[src/rtl/pipeline_stall_ctrl.sv]
// Purpose : decode-to-fetch/memory sequencer; freezes fetch while a branch or data access is outstanding.
// Latency : issue -> stall next cycle; resolve/ack -> RESUME next cycle (continue/redirect), RUN the cycle after.
// Backpressure: fetch_stall holds PC and IF/ID; decode_bubble feeds NOPs to execute; watchdog bounds every wait.
//
// Ports:
//   clk, rst            clock and synchronous active-high reset
//   issue_valid         decode presents an instruction; branch_d / mem_access_d / mem_write_d classify it
//   branch_resolve      memory stage resolved the branch; branch_taken / branch_target qualify it
//   dmem_ack            data memory finished the outstanding access
//   fetch_stall         high in every non-RUN state
//   decode_bubble       high while waiting on a branch or memory access
//   branch_continue     one-cycle release of decode's branch stall
//   dmem_continue       one-cycle release of decode's memory stall
//   pc_redirect         one-cycle PC load strobe; redirect_pc holds the target (and keeps it afterwards)
//   dmem_req, dmem_we   one-cycle data memory request strobe and its latched write enable
//   timeout_err         sticky watchdog flag
//   stall_cycles        saturating count of cycles with fetch_stall high
module pipeline_stall_ctrl #(
  parameter int unsigned TIMEOUT = 255
) (
  input  logic        clk,
  input  logic        rst,
  input  logic        issue_valid,
  input  logic        branch_d,
  input  logic        mem_access_d,
  input  logic        mem_write_d,
  input  logic        branch_resolve,
  input  logic        branch_taken,
  input  logic [31:0] branch_target,
  input  logic        dmem_ack,
  output logic        fetch_stall,
  output logic        decode_bubble,
  output logic        branch_continue,
  output logic        dmem_continue,
  output logic        pc_redirect,
  output logic [31:0] redirect_pc,
  output logic        dmem_req,
  output logic        dmem_we,
  output logic        timeout_err,
  output logic [31:0] stall_cycles
);

  typedef enum logic [1:0] {
    RUN      = 2'd0,
    BR_WAIT  = 2'd1,
    MEM_WAIT = 2'd2,
    RESUME   = 2'd3
  } state_t;

  // The counter holds the number of wait cycles already completed before the
  // current one, so the watchdog fires at the edge closing wait cycle TIMEOUT.
  localparam logic [7:0] WD_LAST = 8'(TIMEOUT - 1);

  state_t     state;
  logic [7:0] wd_cnt;

  always_ff @(posedge clk) begin
    if (rst) begin
      state           <= RUN;
      wd_cnt          <= 8'd0;
      fetch_stall     <= 1'b0;
      decode_bubble   <= 1'b0;
      branch_continue <= 1'b0;
      dmem_continue   <= 1'b0;
      pc_redirect     <= 1'b0;
      redirect_pc     <= 32'd0;
      dmem_req        <= 1'b0;
      dmem_we         <= 1'b0;
      timeout_err     <= 1'b0;
      stall_cycles    <= 32'd0;
    end else begin
      // Strobes are single-cycle unless re-armed below.
      branch_continue <= 1'b0;
      dmem_continue   <= 1'b0;
      pc_redirect     <= 1'b0;
      dmem_req        <= 1'b0;

      // Counts the cycle that is ending now, using the registered stall level.
      if (fetch_stall && (stall_cycles != 32'hFFFF_FFFF)) begin
        stall_cycles <= stall_cycles + 32'd1;
      end

      case (state)
        RUN: begin
          // Branch wins over memory when decode flags both.
          if (issue_valid && branch_d) begin
            state         <= BR_WAIT;
            wd_cnt        <= 8'd0;
            fetch_stall   <= 1'b1;
            decode_bubble <= 1'b1;
          end else if (issue_valid && mem_access_d) begin
            state         <= MEM_WAIT;
            wd_cnt        <= 8'd0;
            fetch_stall   <= 1'b1;
            decode_bubble <= 1'b1;
            dmem_req      <= 1'b1;
            dmem_we       <= mem_write_d;
          end
        end

        BR_WAIT: begin
          // A resolve on the timeout edge still counts as a normal resolve.
          if (branch_resolve) begin
            state           <= RESUME;
            decode_bubble   <= 1'b0;
            branch_continue <= 1'b1;
            if (branch_taken) begin
              pc_redirect <= 1'b1;
              redirect_pc <= branch_target;
            end
          end else if (wd_cnt == WD_LAST) begin
            state           <= RESUME;
            decode_bubble   <= 1'b0;
            branch_continue <= 1'b1;
            timeout_err     <= 1'b1;
          end else begin
            wd_cnt <= wd_cnt + 8'd1;
          end
        end

        MEM_WAIT: begin
          // An ack coinciding with the request strobe lands here too.
          if (dmem_ack) begin
            state         <= RESUME;
            decode_bubble <= 1'b0;
            dmem_continue <= 1'b1;
          end else if (wd_cnt == WD_LAST) begin
            state         <= RESUME;
            decode_bubble <= 1'b0;
            dmem_continue <= 1'b1;
            timeout_err   <= 1'b1;
          end else begin
            wd_cnt <= wd_cnt + 8'd1;
          end
        end

        RESUME: begin
          // Issue is deliberately not sampled here; decode re-presents next cycle.
          state         <= RUN;
          fetch_stall   <= 1'b0;
          decode_bubble <= 1'b0;
        end

        default: begin
          state         <= RUN;
          fetch_stall   <= 1'b0;
          decode_bubble <= 1'b0;
        end
      endcase
    end
  end

endmodule

[config.mk]
export PLATFORM = sky130hd
export DESIGN_NAME = pipeline_stall_ctrl
export DESIGN_NICKNAME = d
export VERILOG_FILES = /design/src/rtl/pipeline_stall_ctrl.sv
export SDC_FILE = /design/constraint.sdc
export NUM_CORES = 1
export LEC_CHECK = 0
export ABC_AREA = 1
export BUFFER_PORTS_ARGS = -buffer_cell sky130_fd_sc_hd__buf_2
export CELL_PAD_IN_SITES_DETAIL_PLACEMENT = 0
export CELL_PAD_IN_SITES_GLOBAL_PLACEMENT = 2
export CORE_MARGIN = 5
export CORE_UTILIZATION = 25
export CTS_CLUSTER_SIZE = 16
export DETAILED_ROUTE_END_ITERATION = 8
export PLACE_DENSITY_LB_ADDON = 0.1
export REMOVE_ABC_BUFFERS = 1
export SETUP_SLACK_MARGIN = 0.2
export SLEW_MARGIN = 20
export SYNTH_ARGS = -nofsm -noshare
export SYNTH_HDL_FRONTEND = slang
export SYNTH_SLANG_ARGS = --single-unit
[constraint.sdc]
create_clock -name clk -period 1.7 [get_ports clk]
set_input_delay 0.425 -clock clk [delete_from_list [all_inputs] [get_ports clk]]
set_output_delay 0.425 -clock clk [all_outputs]
set_load 0.02 [all_outputs]
After elaboration in Yosys (flattened, before gate mapping)
Index checks and enable logic that the tools add are counted. W data, S select, Z words.

Equal/unequal tests: 8. Reduce and logical (&&, ||, !) cells: 16. Bitwise gates (word level): 5. Add/sub/neg operators: 2. Multiplexer cells: 28.

Operator list (number): $mux W8 (5); $add A32 B1 Y32 const B (1); $ne A32 B32 Y1 const B (1); $pmux W8 S3 (1); $mux W1 (13); $mux W2 (5); $reduce_and A3 Y1 (3); $add A8 B1 Y8 const B (1); $eq A8 B8 Y1 const B (1); $pmux W2 S4 (1); $reduce_or A3 Y1 (2); $not A1 Y1 (5); $eq A2 B2 Y1 const B (2); $ne A2 B2 Y1 const B (2); $pmux W1 S2 (2); $pmux W1 S4 (1); $reduce_and A4 Y1 (1); $reduce_bool A2 Y1 (2); $reduce_or A2 Y1 (2); $logic_and A1 B1 Y1 (3); $ne A3 B3 Y1 const B (1); $reduce_bool A3 Y1 (1); $eq A2 B1 Y1 const B (1); $logic_not A2 Y1 (1); $reduce_and A2 Y1 (1).

Output and inout port bits: 72. Flip-flop bits (word level): 82.

Logic depth before layout (Yosys ltp)
Word-level depth: 4. Gate-level depth with buffers: 11.

Least setup slack after synthesis
OpenSTA, ideal clock, no wires.

Path kind: register to register. From: register stall_cycles[0]. To: register stall_cycles[10]. Data required time: 1.561 ns. Library setup time: 0.139 ns. Arrival time: 1.668 ns. Stages on the path, launching flop included: 12. Slack: -0.107 ns. Cell sequence: dfxtp_1 -> ha_1 -> nand2_2 -> nor2_4 -> nand2_4 -> nor2_8 -> nand2_4 -> nand2_8 -> inv_4 -> buf_6 -> nand2_1 -> a21oi_2.

Cells in the longest elaborated chain, start to end: 2.

RTL lines: start: declaration (line 40) `output logic [31:0] stall_cycles`; start signal: assignment (line 80) `stall_cycles <= stall_cycles + 32'd1;`; branches (longest 2 deep; another with $add A32 B1 Y32).

Parallel ways; which one is timed is not known. A chain may end at the register's enable or synchronous reset.

Worst setup path in the final report
From: register stall_cycles[26]. To: register stall_cycles[13].

Cells in the longest elaborated chain, start to end: 2.

RTL lines: $ne A32 B32 Y1 (line 79) `if (fetch_stall && (stall_cycles != 32'hFFFF_FFFF)) begin`; $logic_and A1 B1 Y1 (line 79).

Every way passes these cells.

==> flow_summary_export.csv <==
group,metric,value,unit
global_routing,grt_max_degree,66,
placed_design,hpwl,10500,um
timing,worstMarginPinSlew,0.284,ns
drt,vias,4428,
die,die_w,140,um
timing,fin_tns_setup,0,ns
critical_path,critical-path-slowest-cell,"dfxtp_4",
pwr,p_clk_share,39.2,%
finish,stdcell_area,0.00640,sq mm
timing,setup_ws,0.153,ns
cts,htreeDepth,3,
logic_synthesis,ys_warn_count,0,
logic_synthesis,netlist_instances,623,
logic_synthesis,synth_top_family_by_area,"simple AND/OR/NAND/NOR gates",
die,rows,47,
timing,fin_crit_sh,91.0,%
pwr,peakVddDrop,432,uV
cts,root_buffer,"clkbuf_16",
logic_synthesis,synth-seq-cells,82,
cts,clk_pin_slew_worst_paths,0.07,ns
critical_path,critical_path_buf_inv_count,2,
timing,drv_slew,0,
finish,seqCellArea,0.00170,sq mm
pwr,comb_power_share,21.6,%
pwr,seqPwrFrac,39.2,%
cts,cts_hold_buf,0,
timing,max_freq,0.646,GHz
timing,setup_viol_count_final,0,
cts,cts-buffers-inserted,9,
global_routing,grt_pass1_vias,4334,
die,chipHeight,140,um
drt,viasPerCell,4.33,
finish,multiInputGateArea,0.00256,sq mm
die,num_io_pins,113,
placed_design,dpl_cell_area,0.00535,sq mm
global_routing,grt_util_all_layers,14.4,%
critical_path,startpoint_type,"register",
critical_path,cp.required,1.98,ns
pwr,leakage,2.75,nW
pwr,netSwitchingFraction,31.0,%
cts,clock_path_buffers,2,
pwr,p_int,3.67,mW
die,coreArea,0.0165,sq mm
global_routing,grt_pass1_wl,22500,um
global_routing,overflow,0,
finish,fillers,1767,
drt,firstDrtPassIters,4,
flow_run,timing.max_cap.violations,0,
placed_design,portBuffers,112,
logic_synthesis,netlist-cell-type-count,29,
pwr,p_total,5.31,mW
drt,routed_wl,14700,um
finish,diodes,0,
logic_synthesis,synthAdderAreaFrac,2.08,%
timing,maxSlewHeadroom,81.0,%
run_status,status,"completed",
placed_design,gp_congestion,0.824,
critical_path,worstPathArrival,1.83,ns
logic_synthesis,synth_compound_area_share,14.3,%
finish,area_growth,52.4,%
logic_synthesis,synth.avg_cell_area,6.75,sq um
critical_path,cp_max_fo,5,
pwr,p_switching,1.64,mW
cts,clock_sinks,82,
cts,cts_tree,"built",
logic_synthesis,yosysSeqAreaShare,39.1,%
drt,drtIter0Drc,145,
critical_path,slowest_delay,0.36,ns
logic_synthesis,synth_xor_area_share,3.75,%
pwr,powerDensity,830,mW/mm^2
logic_synthesis,syn_area,0.00420,sq mm
timing,rsz0062_at_grt,"true",
critical_path,path_delay_family,"simple AND/OR/NAND/NOR gates",
timing,hold_viol,0,
critical_path,path_cells,"nand2_1, nor2_2, nand2_2, nor2_4, nand2_4, nand2_8, buf_12, clkbuf_16, nand2_1, a21oi_2",
timing,hold_slack,0.321,ns
logic_synthesis,synthSimpleGateAreaFrac,31.4,%
critical_path,cp_common_cell,"nand2_1",
cts,clk_latency,0.34,ns
critical_path,end_kind,"register",
die,die-area,0.0195,sq mm
finish,drive_gt1_share,43.7,%
logic_synthesis,synthMuxAreaShare,0,%
min_path,holdCritPathClass,"in2reg",
global_routing,antenna_found_initial,0,
timing,skew,0.00518,ns
critical_path,critPathKind,"reg2reg",
drt,wire_per_inst,14.3,um
drt,drc,0,
timing,finalCriticalPeriod,1.55,ns
placed_design,place_ws,-0.0229,ns
finish,fin_nets,846,
drt,drtAntennaViolNets,0,
die,start_util,25.4,%
[cells in the final DEF (no fill, tap or decap), types with 10 or more instances in the layout]
cell,netlist,routed
a21oi_1,54,47
a21oi_2,10,17
buf_2,0,112
buf_4,0,58
clkbuf_16,0,12
dfxtp_1,82,55
dfxtp_2,0,19
inv_1,74,66
nand2_1,165,125
nand2_2,5,36
nand2_4,2,11
nand3_1,23,20
nand4_1,10,10
nor2_1,89,57
nor2_2,3,20
nor2_4,3,18
o21ai_0,42,36
xor2_1,14,14
[final cells by class]
class / count / share of cell area [%]
multi-input cells: 445 / 39.9
flip-flops and latches: 82 / 26.5
repair buffers: 185 / 19.8
inverters: 75 / 4.67
well taps: 220 / 4.30
clock buffers: 9 / 3.52
clock inverters: 7 / 1.27
[synth_stat cells]
cell type / number / area [sq um]
nand2_1: 165 / 619
nor2_1: 89 / 334
dfxtp_1: 82 / 1640
inv_1: 74 / 278
a21oi_1: 54 / 270
o21ai_0: 42 / 210
nand3_1: 23 / 115
clkbuf_1: 16 / 60.1
xor2_1: 14 / 123
a21oi_2: 10 / 87.6
nand4_1: 10 / 62.6
ha_1: 7 / 87.6
nand2_2: 5 / 31.3
buf_6: 4 / 45.0
nor3_1: 4 / 20.0
xnor2_1: 4 / 35.0
nor2_2: 3 / 18.8
nor2_4: 3 / 33.8
nand2_4: 2 / 22.5
nand3b_1: 2 / 15.0
o22ai_1: 2 / 12.5
a211oi_1: 1 / 7.51
a31o_2: 1 / 8.76
a31oi_1: 1 / 6.26
buf_1: 1 / 3.75
inv_4: 1 / 6.26
nand2_8: 1 / 20.0
nor2_8: 1 / 20.0
nor3b_1: 1 / 7.51
[kinds of logic (layout without fill, tap and decap cells)]
kind of cell    Yosys count  count (layout)
compound gates          111             111
xor+xnor                 18              18
fa+ha+maj                 7               7
buf+inv                  96             276
flops                    82              82
simple gates            309             309
[what timing repair did]
action                     in CTS  in global routing
setup endpoints to repair      43                 50
pin swaps                      20                 44
gates resized for setup        69                108
cloned                          1                  3
buffers inserted               12                  7
[per-layer routing]
layer	vias to the layer above	part of all wire, %	GRT usage (%)
met2	79	48	24.6
li1	2320	-	-
met4	0	1.3	4.44
met3	14	4.4	3.67
met5	-	0	0
met1	2015	46	17.8
[worst min-delay path, delay by kind of cell]
family	cells	cell delay (ns)
AND/OR/NAND/NOR	2	0.13
buffers and inverters	1	0.08
[power groups by stage]
stage          Sequential [mW]  Combinational (mW)  Clock [mW]
2_1_floorplan             2.22               0.346           0
3_3_place_gp              2.12               0.872           0
3_5_place_dp              2.13               0.877           0
4_1_cts                   2.09                1.06        2.16
5_1_grt                   2.10                1.26        2.21
6_report                  2.08                1.15        2.08
[final timing paths]
path | from | end | slack, ns | cells past startpoint
min | mem_write_d | dmem_we | 0.32 | 3
max reg2reg | stall_cycles[26] | stall_cycles[13] | 0.15 | 10
max | stall_cycles[26] | stall_cycles[13] | 0.15 | 10
min reg2reg | redirect_pc[17] | redirect_pc[17] | 0.44 | 2
[flip-flops by register name, summed over array words and instances (netlist names)]
name / cells
redirect_pc: 32
stall_cycles: 32
wd_cnt: 8
state: 2
branch_continue: 1
decode_bubble: 1
dmem_continue: 1
dmem_req: 1
dmem_we: 1
fetch_stall: 1
pc_redirect: 1
timeout_err: 1
[through the flow]
| stage | std cells | utilization (%) |
|---|---|---|
| 2_1_floorplan | 602 | - |
| 6_report | 1023 | 38.8 |
| 3_3_place_gp | 984 | 32.4 |
| 4_1_cts | 1013 | 36.1 |
| 5_1_grt | 1023 | 38.8 |
| 3_5_place_dp | 984 | 32.4 |
No activity file was read; power rests on OpenSTA's default activity.
